`src/rtl/afu_pkg.sv`:
```
// Shared AFU definitions: a trimmed set of CCI-P c1 channel types, the write
// engine state encoding and the MMIO register map that drives the engine.
package afu_pkg;

  localparam int WR_MAX_OUTSTANDING = 64;

  localparam logic [15:0] MMIO_WR_BASE_ADDR = 16'h000A;
  localparam logic [15:0] MMIO_WR_NUM_LINES = 16'h000C;
  localparam logic [15:0] MMIO_WR_SEED      = 16'h000E;
  localparam logic [15:0] MMIO_WR_STATUS    = 16'h0010;
  localparam logic [15:0] MMIO_WR_COUNTS    = 16'h0012;

  typedef logic [41:0]  t_ccip_clAddr;
  typedef logic [511:0] t_ccip_clData;
  typedef logic [15:0]  t_ccip_mdata;

  typedef enum logic [1:0] {eVC_VA = 2'h0, eVC_VL0 = 2'h1, eVC_VH0 = 2'h2, eVC_VH1 = 2'h3} t_ccip_vc;
  typedef enum logic [1:0] {eCL_LEN_1 = 2'h0, eCL_LEN_2 = 2'h1, eCL_LEN_4 = 2'h3} t_ccip_clLen;
  typedef enum logic [3:0] {
    eREQ_WRLINE_I = 4'h0, eREQ_WRLINE_M = 4'h1, eREQ_WRPUSH_I = 4'h2,
    eREQ_WRFENCE  = 4'h4, eREQ_INTR     = 4'h6
  } t_ccip_c1_req;
  typedef enum logic [3:0] {eRSP_WRLINE = 4'h1, eRSP_WRFENCE = 4'h4, eRSP_INTR = 4'h6} t_ccip_c1_rsp;

  typedef struct packed {
    t_ccip_vc     vc_sel;
    logic         sop;
    t_ccip_clLen  cl_len;
    t_ccip_c1_req req_type;
    t_ccip_clAddr address;
    t_ccip_mdata  mdata;
  } t_ccip_c1_ReqMemHdr;

  typedef struct packed {
    t_ccip_vc     vc_used;
    logic         hit_miss;
    logic         format;
    logic [1:0]   cl_num;
    t_ccip_c1_rsp resp_type;
    t_ccip_mdata  mdata;
  } t_ccip_c1_RspMemHdr;

  typedef struct packed {
    t_ccip_c1_ReqMemHdr hdr;
    t_ccip_clData       data;
    logic               valid;
  } t_if_ccip_c1_Tx;

  typedef struct packed {
    t_ccip_c1_RspMemHdr hdr;
    logic               rspValid;
  } t_if_ccip_c1_Rx;

  typedef enum logic [1:0] {IDLE = 2'd0, ISSUE = 2'd1, DRAIN = 2'd2, DONE = 2'd3} t_wr_state;

  function automatic logic [63:0] lineWord(input logic [63:0] seed, input logic [15:0] idx);
    return seed + {48'h0, idx};
  endfunction

  // A packed response acknowledges cl_num+1 lines at once.
  function automatic logic [2:0] rspLines(input logic format, input logic [1:0] clNum);
    return format ? ({1'b0, clNum} + 3'd1) : 3'd1;
  endfunction

endpackage

```
`src/rtl/ccip_wr_engine_if.sv`:
```
// CCI-P c1 write channel bundle between the write engine and the platform shim.
interface ccip_wr_engine_if;
  import afu_pkg::*;

  t_if_ccip_c1_Tx c1_tx;
  logic           c1_tx_alm_full;
  t_if_ccip_c1_Rx c1_rx;

  modport master (output c1_tx, input c1_tx_alm_full, input c1_rx);
  modport slave  (input c1_tx, output c1_tx_alm_full, output c1_rx);

endinterface

```
`src/rtl/ccip_wr_rsp_counter.sv`:
```
// Decodes c1 Rx write responses, accumulates acknowledged lines for the
// current job and flags responses that the engine never asked for.
module ccip_wr_rsp_counter
  import afu_pkg::*;
(
  input  logic           clk,
  input  logic           rst,
  input  logic           clear_i,
  input  t_if_ccip_c1_Rx c1_rx_i,
  input  logic [15:0]    lines_issued_i,
  output logic [15:0]    lines_acked_o,
  output logic           err_o
);

  logic [15:0] acked_q, acked_d;
  logic        err_q, err_d;
  logic        rspHit;
  logic [15:0] outstanding;
  logic [15:0] rspCount;
  logic        unusedRspBits;

  assign rspHit      = c1_rx_i.rspValid && (c1_rx_i.hdr.resp_type == eRSP_WRLINE);
  assign outstanding = lines_issued_i - acked_q;
  assign rspCount    = {13'h0, rspLines(c1_rx_i.hdr.format, c1_rx_i.hdr.cl_num)};
  assign unusedRspBits = ^{c1_rx_i.hdr.vc_used, c1_rx_i.hdr.hit_miss, c1_rx_i.hdr.mdata};

  // Over-acknowledgement (including any ack with nothing outstanding) pins
  // the count at the issued total so outstanding never goes negative.
  always_comb begin
    acked_d = acked_q;
    err_d   = err_q;
    if (clear_i) begin
      acked_d = '0;
      err_d   = 1'b0;
    end else if (rspHit) begin
      if (rspCount > outstanding) begin
        acked_d = lines_issued_i;
        err_d   = 1'b1;
      end else begin
        acked_d = acked_q + rspCount;
      end
    end
  end

  always_ff @(posedge clk or posedge rst) begin
    if (rst) begin
      acked_q <= '0;
      err_q   <= 1'b0;
    end else begin
      acked_q <= acked_d;
      err_q   <= err_d;
    end
  end

  assign lines_acked_o = acked_q;
  assign err_o         = err_q;

endmodule

```
`src/rtl/ccip_wr_engine.sv`:
```
// Multi-line CCI-P write engine: streams num_lines seeded 64-byte writes onto
// c1 Tx under almost-full and outstanding-request limits, then waits for acks.
module ccip_wr_engine
  import afu_pkg::*;
#(
  parameter int       MAX_OUTSTANDING = WR_MAX_OUTSTANDING,
  parameter t_ccip_vc VC_SEL          = eVC_VA
) (
  input  logic                    clk,
  input  logic                    rst,
  input  logic                    start_i,
  input  t_ccip_clAddr            base_addr_i,
  input  logic [15:0]             num_lines_i,
  input  logic [63:0]             seed_i,
  ccip_wr_engine_if.master        ccip,
  output logic                    busy_o,
  output logic                    done_o,
  output logic                    err_o,
  output logic [15:0]             lines_issued_o,
  output logic [15:0]             lines_acked_o
);

  localparam logic [15:0] MaxOut = 16'(MAX_OUTSTANDING);

  t_wr_state      state_q, state_d;
  t_ccip_clAddr   baseAddr_q, baseAddr_d;
  logic [15:0]    numLines_q, numLines_d;
  logic [63:0]    seed_q, seed_d;
  logic [15:0]    issued_q, issued_d;
  logic           done_q, done_d;
  t_if_ccip_c1_Tx tx_q, tx_d;
  logic [15:0]    acked;
  logic           rspErr;
  logic           startAccept;
  logic           canIssue;

  assign startAccept = start_i && ((state_q == IDLE) || (state_q == DONE));
  assign canIssue    = (state_q == ISSUE) && !ccip.c1_tx_alm_full
                       && ((issued_q - acked) < MaxOut);

  ccip_wr_rsp_counter uRspCounter (
    .clk            (clk),
    .rst            (rst),
    .clear_i        (startAccept),
    .c1_rx_i        (ccip.c1_rx),
    .lines_issued_i (issued_q),
    .lines_acked_o  (acked),
    .err_o          (rspErr)
  );

  // Request payload is built from the pre-increment counter and registered,
  // so the header seen on c1 Tx always names the line that was just counted.
  always_comb begin
    state_d    = state_q;
    baseAddr_d = baseAddr_q;
    numLines_d = numLines_q;
    seed_d     = seed_q;
    issued_d   = issued_q;
    done_d     = done_q;
    tx_d       = tx_q;
    tx_d.valid = 1'b0;
    case (state_q)
      IDLE, DONE: begin
        if (startAccept) begin
          baseAddr_d = base_addr_i;
          numLines_d = num_lines_i;
          seed_d     = seed_i;
          issued_d   = '0;
          done_d     = (num_lines_i == 16'h0);
          state_d    = (num_lines_i == 16'h0) ? DONE : ISSUE;
        end
      end
      ISSUE: begin
        if (canIssue) begin
          tx_d.valid        = 1'b1;
          tx_d.hdr.vc_sel   = VC_SEL;
          tx_d.hdr.sop      = 1'b1;
          tx_d.hdr.cl_len   = eCL_LEN_1;
          tx_d.hdr.req_type = eREQ_WRLINE_I;
          tx_d.hdr.address  = baseAddr_q + t_ccip_clAddr'(issued_q);
          tx_d.hdr.mdata    = issued_q;
          tx_d.data         = {8{lineWord(seed_q, issued_q)}};
          issued_d          = issued_q + 16'd1;
          if ((issued_q + 16'd1) == numLines_q) begin
            state_d = DRAIN;
          end
        end
      end
      DRAIN: begin
        if (acked == issued_q) begin
          state_d = DONE;
          done_d  = 1'b1;
        end
      end
      default: state_d = IDLE;
    endcase
  end

  always_ff @(posedge clk or posedge rst) begin
    if (rst) begin
      state_q    <= IDLE;
      baseAddr_q <= '0;
      numLines_q <= '0;
      seed_q     <= '0;
      issued_q   <= '0;
      done_q     <= 1'b0;
      tx_q       <= '0;
    end else begin
      state_q    <= state_d;
      baseAddr_q <= baseAddr_d;
      numLines_q <= numLines_d;
      seed_q     <= seed_d;
      issued_q   <= issued_d;
      done_q     <= done_d;
      tx_q       <= tx_d;
    end
  end

  assign ccip.c1_tx     = tx_q;
  assign busy_o         = (state_q == ISSUE) || (state_q == DRAIN);
  assign done_o         = done_q;
  assign err_o          = rspErr;
  assign lines_issued_o = issued_q;
  assign lines_acked_o  = acked;

endmodule

```
`src/flat_wrapper.sv`:
```
// flat-port wrapper written by rule: the top's interface ports become plain ports
module ccip_wr_engine_flat import afu_pkg::*;
#(
  parameter int       MAX_OUTSTANDING = WR_MAX_OUTSTANDING,
  parameter t_ccip_vc VC_SEL          = eVC_VA
)
  (clk, rst, start_i, base_addr_i, num_lines_i, seed_i, busy_o, done_o, err_o, lines_issued_o, lines_acked_o, ccip_c1_tx, ccip_c1_tx_alm_full, ccip_c1_rx);
  ccip_wr_engine_if ccip_i ();
  input  logic clk;
  input  logic rst;
  input  logic start_i;
  input  t_ccip_clAddr base_addr_i;
  input  logic [15:0] num_lines_i;
  input  logic [63:0] seed_i;
  output logic busy_o;
  output logic done_o;
  output logic err_o;
  output logic [15:0] lines_issued_o;
  output logic [15:0] lines_acked_o;
  output wire logic [$bits(ccip_i.c1_tx)-1:0] ccip_c1_tx;
  input wire logic [$bits(ccip_i.c1_tx_alm_full)-1:0] ccip_c1_tx_alm_full;
  input wire logic [$bits(ccip_i.c1_rx)-1:0] ccip_c1_rx;
  assign ccip_c1_tx = ccip_i.c1_tx;
  assign ccip_i.c1_tx_alm_full = ccip_c1_tx_alm_full;
  assign ccip_i.c1_rx = ccip_c1_rx;
  ccip_wr_engine #(.MAX_OUTSTANDING(MAX_OUTSTANDING), .VC_SEL(VC_SEL)) u_core (.clk(clk), .rst(rst), .start_i(start_i), .base_addr_i(base_addr_i), .num_lines_i(num_lines_i), .seed_i(seed_i), .ccip(ccip_i), .busy_o(busy_o), .done_o(done_o), .err_o(err_o), .lines_issued_o(lines_issued_o), .lines_acked_o(lines_acked_o));
endmodule
```
`config.mk`:
```
export PLATFORM = sky130hd
export DESIGN_NAME = ccip_wr_engine_flat
export DESIGN_NICKNAME = d
export VERILOG_FILES = /design/src/rtl/afu_pkg.sv /design/src/rtl/ccip_wr_engine_if.sv /design/src/rtl/ccip_wr_rsp_counter.sv /design/src/rtl/ccip_wr_engine.sv /design/src/flat_wrapper.sv
export SDC_FILE = /design/constraint.sdc
export NUM_CORES = 1
export LEC_CHECK = 0
export CORE_AREA = 2 2 299 301
export CTS_BUF_LIST = sky130_fd_sc_hd__clkbuf_4 sky130_fd_sc_hd__clkbuf_8
export CTS_CLUSTER_DIAMETER = 40
export DETAILED_ROUTE_END_ITERATION = 10
export DIE_AREA = 0 0 301 303
export PLACE_DENSITY = 0.44
export RECOVER_POWER = 25
export SYNTH_ARGS = -nofsm -noshare
export SYNTH_HDL_FRONTEND = slang
export SYNTH_SLANG_ARGS = --single-unit
```
`constraint.sdc`:
```
create_clock -name clk -period 8.89 [get_ports clk]
set_input_delay 1.778 -clock clk [delete_from_list [all_inputs] [get_ports clk]]
set_output_delay 1.778 -clock clk [all_outputs]
set_load 0.005 [all_outputs]
```
After elaboration in Yosys (flattened, before gate mapping)

Cells that the tools add are included.

Shifts and indexed selects: 0
Multipliers: 0
Multiplexer cells: 21
Bitwise operators: 0
Reduce and logical (&&, ||, !) cells: 20
$lt $le $gt $ge: 2
Add/subtract/negate cells: 6
Equal/unequal tests: 10
Divide/modulo/power cells: 0

Operators by type and width:

| cell                    | count |
|---|---|
| $mux W16                | 5 |
| $add A64 B16 Y64        | 1 |
| $add A42 B16 Y42        | 1 |
| $eq A16 B16 Y1          | 2 |
| $pmux W16 S2            | 1 |
| $add A16 B1 Y16 const B | 1 |
| $add A16 B3 Y16         | 1 |
| $gt A3 B16 Y1           | 1 |
| $logic_not A16 Y1       | 1 |
| $lt A16 B7 Y1 const B   | 1 |
| $sub A16 B16 Y16        | 1 |
| $mux W2                 | 5 |
| $ne A2 B1 Y1 const B    | 4 |
| $reduce_bool A2 Y1      | 4 |
| $mux W1                 | 7 |
| $pmux W2 S3             | 1 |
| $reduce_and A2 Y1       | 3 |
| $reduce_and A3 Y1       | 2 |
| $eq A2 B2 Y1 const B    | 2 |
| $eq A4 B1 Y1 const B    | 1 |
| $logic_and A1 B1 Y1     | 4 |
| $reduce_and A4 Y1       | 1 |
| $add A2 B1 Y3 const B   | 1 |
| $mux W3                 | 1 |
| 6 further kinds         | 7 |

Bits in read-only memories: 0
Memories kept: 0
Logic and storage cells: 72
Register bits: 730
Latch bits: 0
Bits in writable memories: 0

Depth between registers and ports, before layout

Depth after elaboration: 6
Mapped depth: 17

Hierarchy

A second synthesis with hierarchy kept.

Cells, all modules: 2194
Area, all modules: 20083.0 um^2

By module, submodules not included:

| module              | area each (um^2) | times used | seq. area each (um^2) | cells each |
|---|---|---|---|---|
| ccip_wr_engine      | 17435.5          | 1          | 6631.4                | 1856 |
| ccip_wr_rsp_counter | 2647.5           | 1          | 425.4                 | 338 |

Worst setup path after synthesis

OpenSTA, ideal clock, no wires.

Path type: input-to-reg
Start: input port ccip_c1_rx[21]
End: register u_core.uRspCounter.acked_q[14] (netlist: u_core.uRspCounter.lines_acked_o[14])
Data arrival time: 4.135 ns
Required time: 8.812 ns
Setup time: 0.078 ns
Setup slack: 4.677 ns
Cell stages on the path: 13
Cell sequence: ha_1 nand2_1 fa_1 inv_1 a21oi_1 nor4_1 and3_1 and3_1 and3_1 nand3_1 or3_1 a21o_1 a21oi_1

Word-level cells in the longest chain between the ends: 6

Ends and longest elaborated chain:

| what                                                    | RTL line                                             | text |
|---|---|---|
| start: declaration                                      | flat_wrapper.sv:22                                   | `input wire logic [$bits(ccip_i.c1_rx)-1:0] ccip_c1_rx;` |
| $add A2 B1 Y3 *                                         | afu_pkg.sv:62                                        | `return format ? ({1'b0, clNum} + 3'd1) : 3'd1;` |
| $mux W3 *                                               | afu_pkg.sv:62                                        |  |
| $add A16 B3 Y16 / $gt A3 B16 Y1 (equally long branches) | ccip_wr_rsp_counter.sv:40, ccip_wr_rsp_counter.sv:36 |  |
| $mux W16 *                                              | ccip_wr_rsp_counter.sv:36                            | `if (rspCount > outstanding) begin` |
| $mux W16 *                                              | ccip_wr_rsp_counter.sv:35                            | `end else if (rspHit) begin` |
| $mux W16 *                                              | ccip_wr_rsp_counter.sv:32                            | `if (clear_i) begin` |
| end signal: assignment                                  | ccip_wr_rsp_counter.sv:50                            | `acked_q <= acked_d;` |
| end: declaration                                        | ccip_wr_rsp_counter.sv:15                            | `logic [15:0] acked_q, acked_d;` |

Mark *: on every way between the ends. The rest lies on a longest branch, timed or not. The select of a mux whose other input is x is not followed.
A chain may end at the register's enable or synchronous reset.

==> summary by stage <==
Outcome
The flow ran to the end, but the final reports show violations. The final reports fail on capacitance limit, slew limit.

Global routing
The number of global-route vias before repair is 15.6k. The initial antenna violation count is 28. Summed over all layers, the global routing overflow is 0. The first global-routing pass estimated 107000 µm of wire. The total global routing track utilization is between 10% and 20%. Entering global routing, the biggest net connects 131 pins.

Placement
The worst setup slack before clock tree synthesis is 3530 ps. The placed cell area is 0.0243 mm². The post-DP HPWL is ~57000 µm. During placement, the flow inserted port buffers numbering 740. The global placement routability congestion is 0.821.

After detailed placement, the design holds a cell count of 3675.

Clock tree
In this run, CTS created clock tree buffers numbering 71. The hold buffer count at cts is 0. Clock-pin slew was measured on the worst setup and hold paths at 50 ps. CTS placed an instance of clkbuf_8 at the clock tree root. The total of cells resized after clock tree synthesis is 0.

The clock passes through at most 3 buffers. Clock tree synthesis found a total of 282 sinks. The insertion delay to the later sink of the worst-skew pair is 640 ps. Post-CTS timing repair inserted 0 buffers for setup. The total number of H-tree levels is 3.

The CTS tree is built.

Cells and area
The final standard cell count with taps included and fillers excluded is 3809. After routing the design area is 0.0259 mm². Compared with the post-synthesis result, the final layout area differs by 36.5%. The fraction of the core area covered by cells at the end of the flow is 29.5%.

The fill cell instance count of the final layout is 9322. The number of nets in the final layout is 2798. The area of the multi-input gates is about 0.008 mm². The share of post-route cells with drive strength above 1 is under 10%.

Registers take 0.00706 mm².

Pwr
The leakage power of the design is 11.0 nW. The largest vdd supply drop is around 0.20 mV. Power spread over the standard cell area amounts to 339 mW/mm².

Setup path
Together, buffers and inverters on the worst path number 3. The worst-path cell with the longest stage delay is clkbuf_1. Along the worst path, the maximum fanout reaches 66. The worst setup path is captured at an asynchronous set/reset pin.

Walking the worst path, the cells encountered are dlygate4sd3_1 > clkinvlp_2 > clkbuf_1. At the worst endpoint, the arrival time is around 5900 ps. Grouping stages by cell kind, the critical path spends the most delay in buffers and inverters. In this run the critical register-to-register path is captured at u_core.ccip.c1_tx[508]. The kind of critical path is input port to asynchronous set/reset pin. The peak per-stage delay on the critical path is 2740 ps. The endpoint required time on the critical path is 8730 ps. The startpoint identified for the worst register-to-register timing path is u_core.lines_issued_o[0]. The worst register-to-register path has a setup slack of about 3500 ps. The depth of the worst register-to-register path is 16. The sort of element at the start of the critical path is an input port.

Run
The number of max-cap violations is 4.

Synthesis
The proportion of synthesized chip area in sequential cells is a little under two fifths. The Yosys warning count is 0. The post-synthesis instance total is between 2k and 2.5k.

The total standard cell area after synthesis is between 0.015 and 0.02 mm². The share of synthesized registers carrying an async set or reset is 100%. The number of synthesized flops with an enable pin is 0.

In the synthesized netlist the dominant register cell turns out to be dfrtp_1. After synthesis, the mean cell area works out to ~8.3 µm². Counting distinct cell types in the post-synthesis netlist gives 76.

In this run, synthesis produced a sequential element count of around 280.

Die
Once the floorplan was initialized, standard cells occupied 21.6% of the core. During I/O placement, the number of pins put on the boundary was 768. The number of placement rows is 109.

The width of the chip is approximately 300 µm. The core area is 0.0880 mm². The die span in y is 303 µm. The floorplan step defined a die boundary enclosing a little over 0.09 mm².

Detailed routing
The average vias per placed instance is about 4.2. Once detail routing completed, the nets flagged for antenna violations numbered 0. Dividing the detail-routed wire length by the instance count gives 19.9 µm. The detailed router placed 16.1k vias in this run. For this block, the routed nets add up to 75900 µm of wire.

The number of DRC markers after the initial detailed-route iteration is 837. The first-pass iteration count of the detailed router is 5. The DRC violation count after routing is 0.

Min path
The worst hold path depth is 2. The end of the worst hold path is u_core.ccip.c1_tx[527]. The critical hold path startpoint is u_core.ccip.c1_tx[527].

The type of the most critical hold path is flop to flop.

STA
Measured against its own limit, the worst slew margin works out to -157%. Setup violations remaining at the end of the flow were counted as 0. For the finished layout, the period the worst path requires is a little over 6000 ps. The number of pins exceeding their max-slew limit in the final report is between 300 and 400. The aggregate negative setup slack is 0 ps.

After layout, the worst path uses 68.3% of the clock period. The number of hold violations in the final report is 0. Between clock sinks in the finished design, the worst skew comes to 30.4 ps. Once routing completed, OpenROAD measured the worst setup slack at between 2000 and 3000 ps. Setup repair after global routing left no endpoint under its margin. The highest attainable clock frequency is 165 MHz. The slew of the pin with the lowest slew margin is 3860 ps.
[per-stage QoR]
stage	total power (W)	hold slack [ps]
4_1_cts	0.00897	475
3_5_place_dp	0.00702	462
2_1_floorplan	0.00510	450
5_1_grt	0.00943	497
6_report	0.00878	469
3_3_place_gp	0.00697	454
[layout make-up]
class	count	share of cell area, %
tap	1165	5.62
timing repair buffer	768	29.3
clock buffer	99	4.99
sequential	282	27.2
multi-input combinational	1400	30.5
clock inverter	30	1.37
antenna	5	0.0483
inverter	60	0.874
[power breakdown]
part,total (W),switching [W],internal (W)
Clock,0.00187,0.000722,0.00115
Sequential,0.00261,0.000812,0.00179
Combinational,0.00430,0.00173,0.00257
Total,0.00878,0.00326,0.00551
[per-layer routing]
layer / GRT usage, % / wire (µm) / vias to the layer above
met5: 0 / 187 / -
met4: 4.50 / 1550 / 28
met3: 5.28 / 6020 / 131
met2: 27.6 / 37500 / 540
met1: 18.7 / 30600 / 7701
li1: - / - / 7674
[state kept, by name, indices dropped and copies added (netlist names)]
signal and count:
u_core.baseAddr_q 42, u_core.lines_issued_o 16, u_core.state_q 2, u_core.uRspCounter.lines_acked_o 16, u_core.numLines_q 16, u_core.ccip.c1_tx 124, u_core.uRspCounter.err_o 1, u_core.done_o 1
u_core.seed_q 64
[cells by family (layout without fill, tap and decap cells)]
kind of cell               Yosys count  after routing  share of synthesized area (%)
DFF                                282            282                           37.1
muxes                               32             32                           1.75
and+or+nand+nor                    852            852                           19.3
buffers and inverters              602            957                           21.4
xor gates and xnor gates           129            129                           5.95
AOI/OAI and AO/OA                  316            316                           10.1
other                                1             13                         0.0197
adders and majority gates           63             63                           4.29
[worst max path at each step]
stage / start / to / cells past startpoint
after detailed placement: u_core.lines_issued_o[0] / u_core.ccip.c1_tx[510] / 16
final: rst / u_core.baseAddr_q[34] / 3
after floorplan: rst / u_core.baseAddr_q[0] / 1
after global placement: u_core.lines_issued_o[0] / u_core.ccip.c1_tx[557] / 16
after global routing: rst / u_core.ccip.c1_tx[526] / 3
after CTS: u_core.lines_issued_o[0] / u_core.ccip.c1_tx[499] / 16
[Yosys cell counts, drive strengths merged, types with 11 or more instances]
cell type | n | area (µm²)
a21o | 15 | 113
nor2b | 11 | 76.3
nand2 | 574 | 2160
buf | 486 | 3640
and3 | 23 | 144
nand3 | 46 | 230
nor3 | 23 | 120
a21oi | 49 | 253
xor2 | 60 | 526
dfrtp | 282 | 7060
ha | 58 | 726
clkbuf | 56 | 210
nor4 | 18 | 113
and2 | 16 | 103
o21ai | 166 | 831
inv | 60 | 225
xnor2 | 69 | 604
nand4 | 26 | 169
mux2i | 22 | 220
nor2 | 84 | 315
[tightest hold or removal path, delay by kind of cell (launching register included)]
family           cells  cell delay, ps
flip-flops           1             340
AND/OR/NAND/NOR      2             100
[layout by cell type (no fill, tap or decap), types with 7 or more instances in the layout]
cell,count
clkinv_2,14
ha_1,58
o21a_1,10
o31ai_1,8
nor3_1,21
nand2b_1,10
nor4_1,18
buf_4,25
clkdlybuf4s50_1,738
nand2_1,572
and2_1,14
o21ai_0,122
clkbuf_8,88
inv_1,58
mux2i_1,22
a21o_1,15
and3_1,23
dfrtp_1,282
o21ai_1,44
clkbuf_4,11
nor2_1,84
xor2_1,60
conb_1,8
bufinv_16,7
mux2_2,9
nand3_1,46
xnor2_1,69
nand4_1,25
nor2b_1,10
a2bb2oi_1,9
a21oi_1,47
Note: power is estimated with default switching activity, not from simulation.
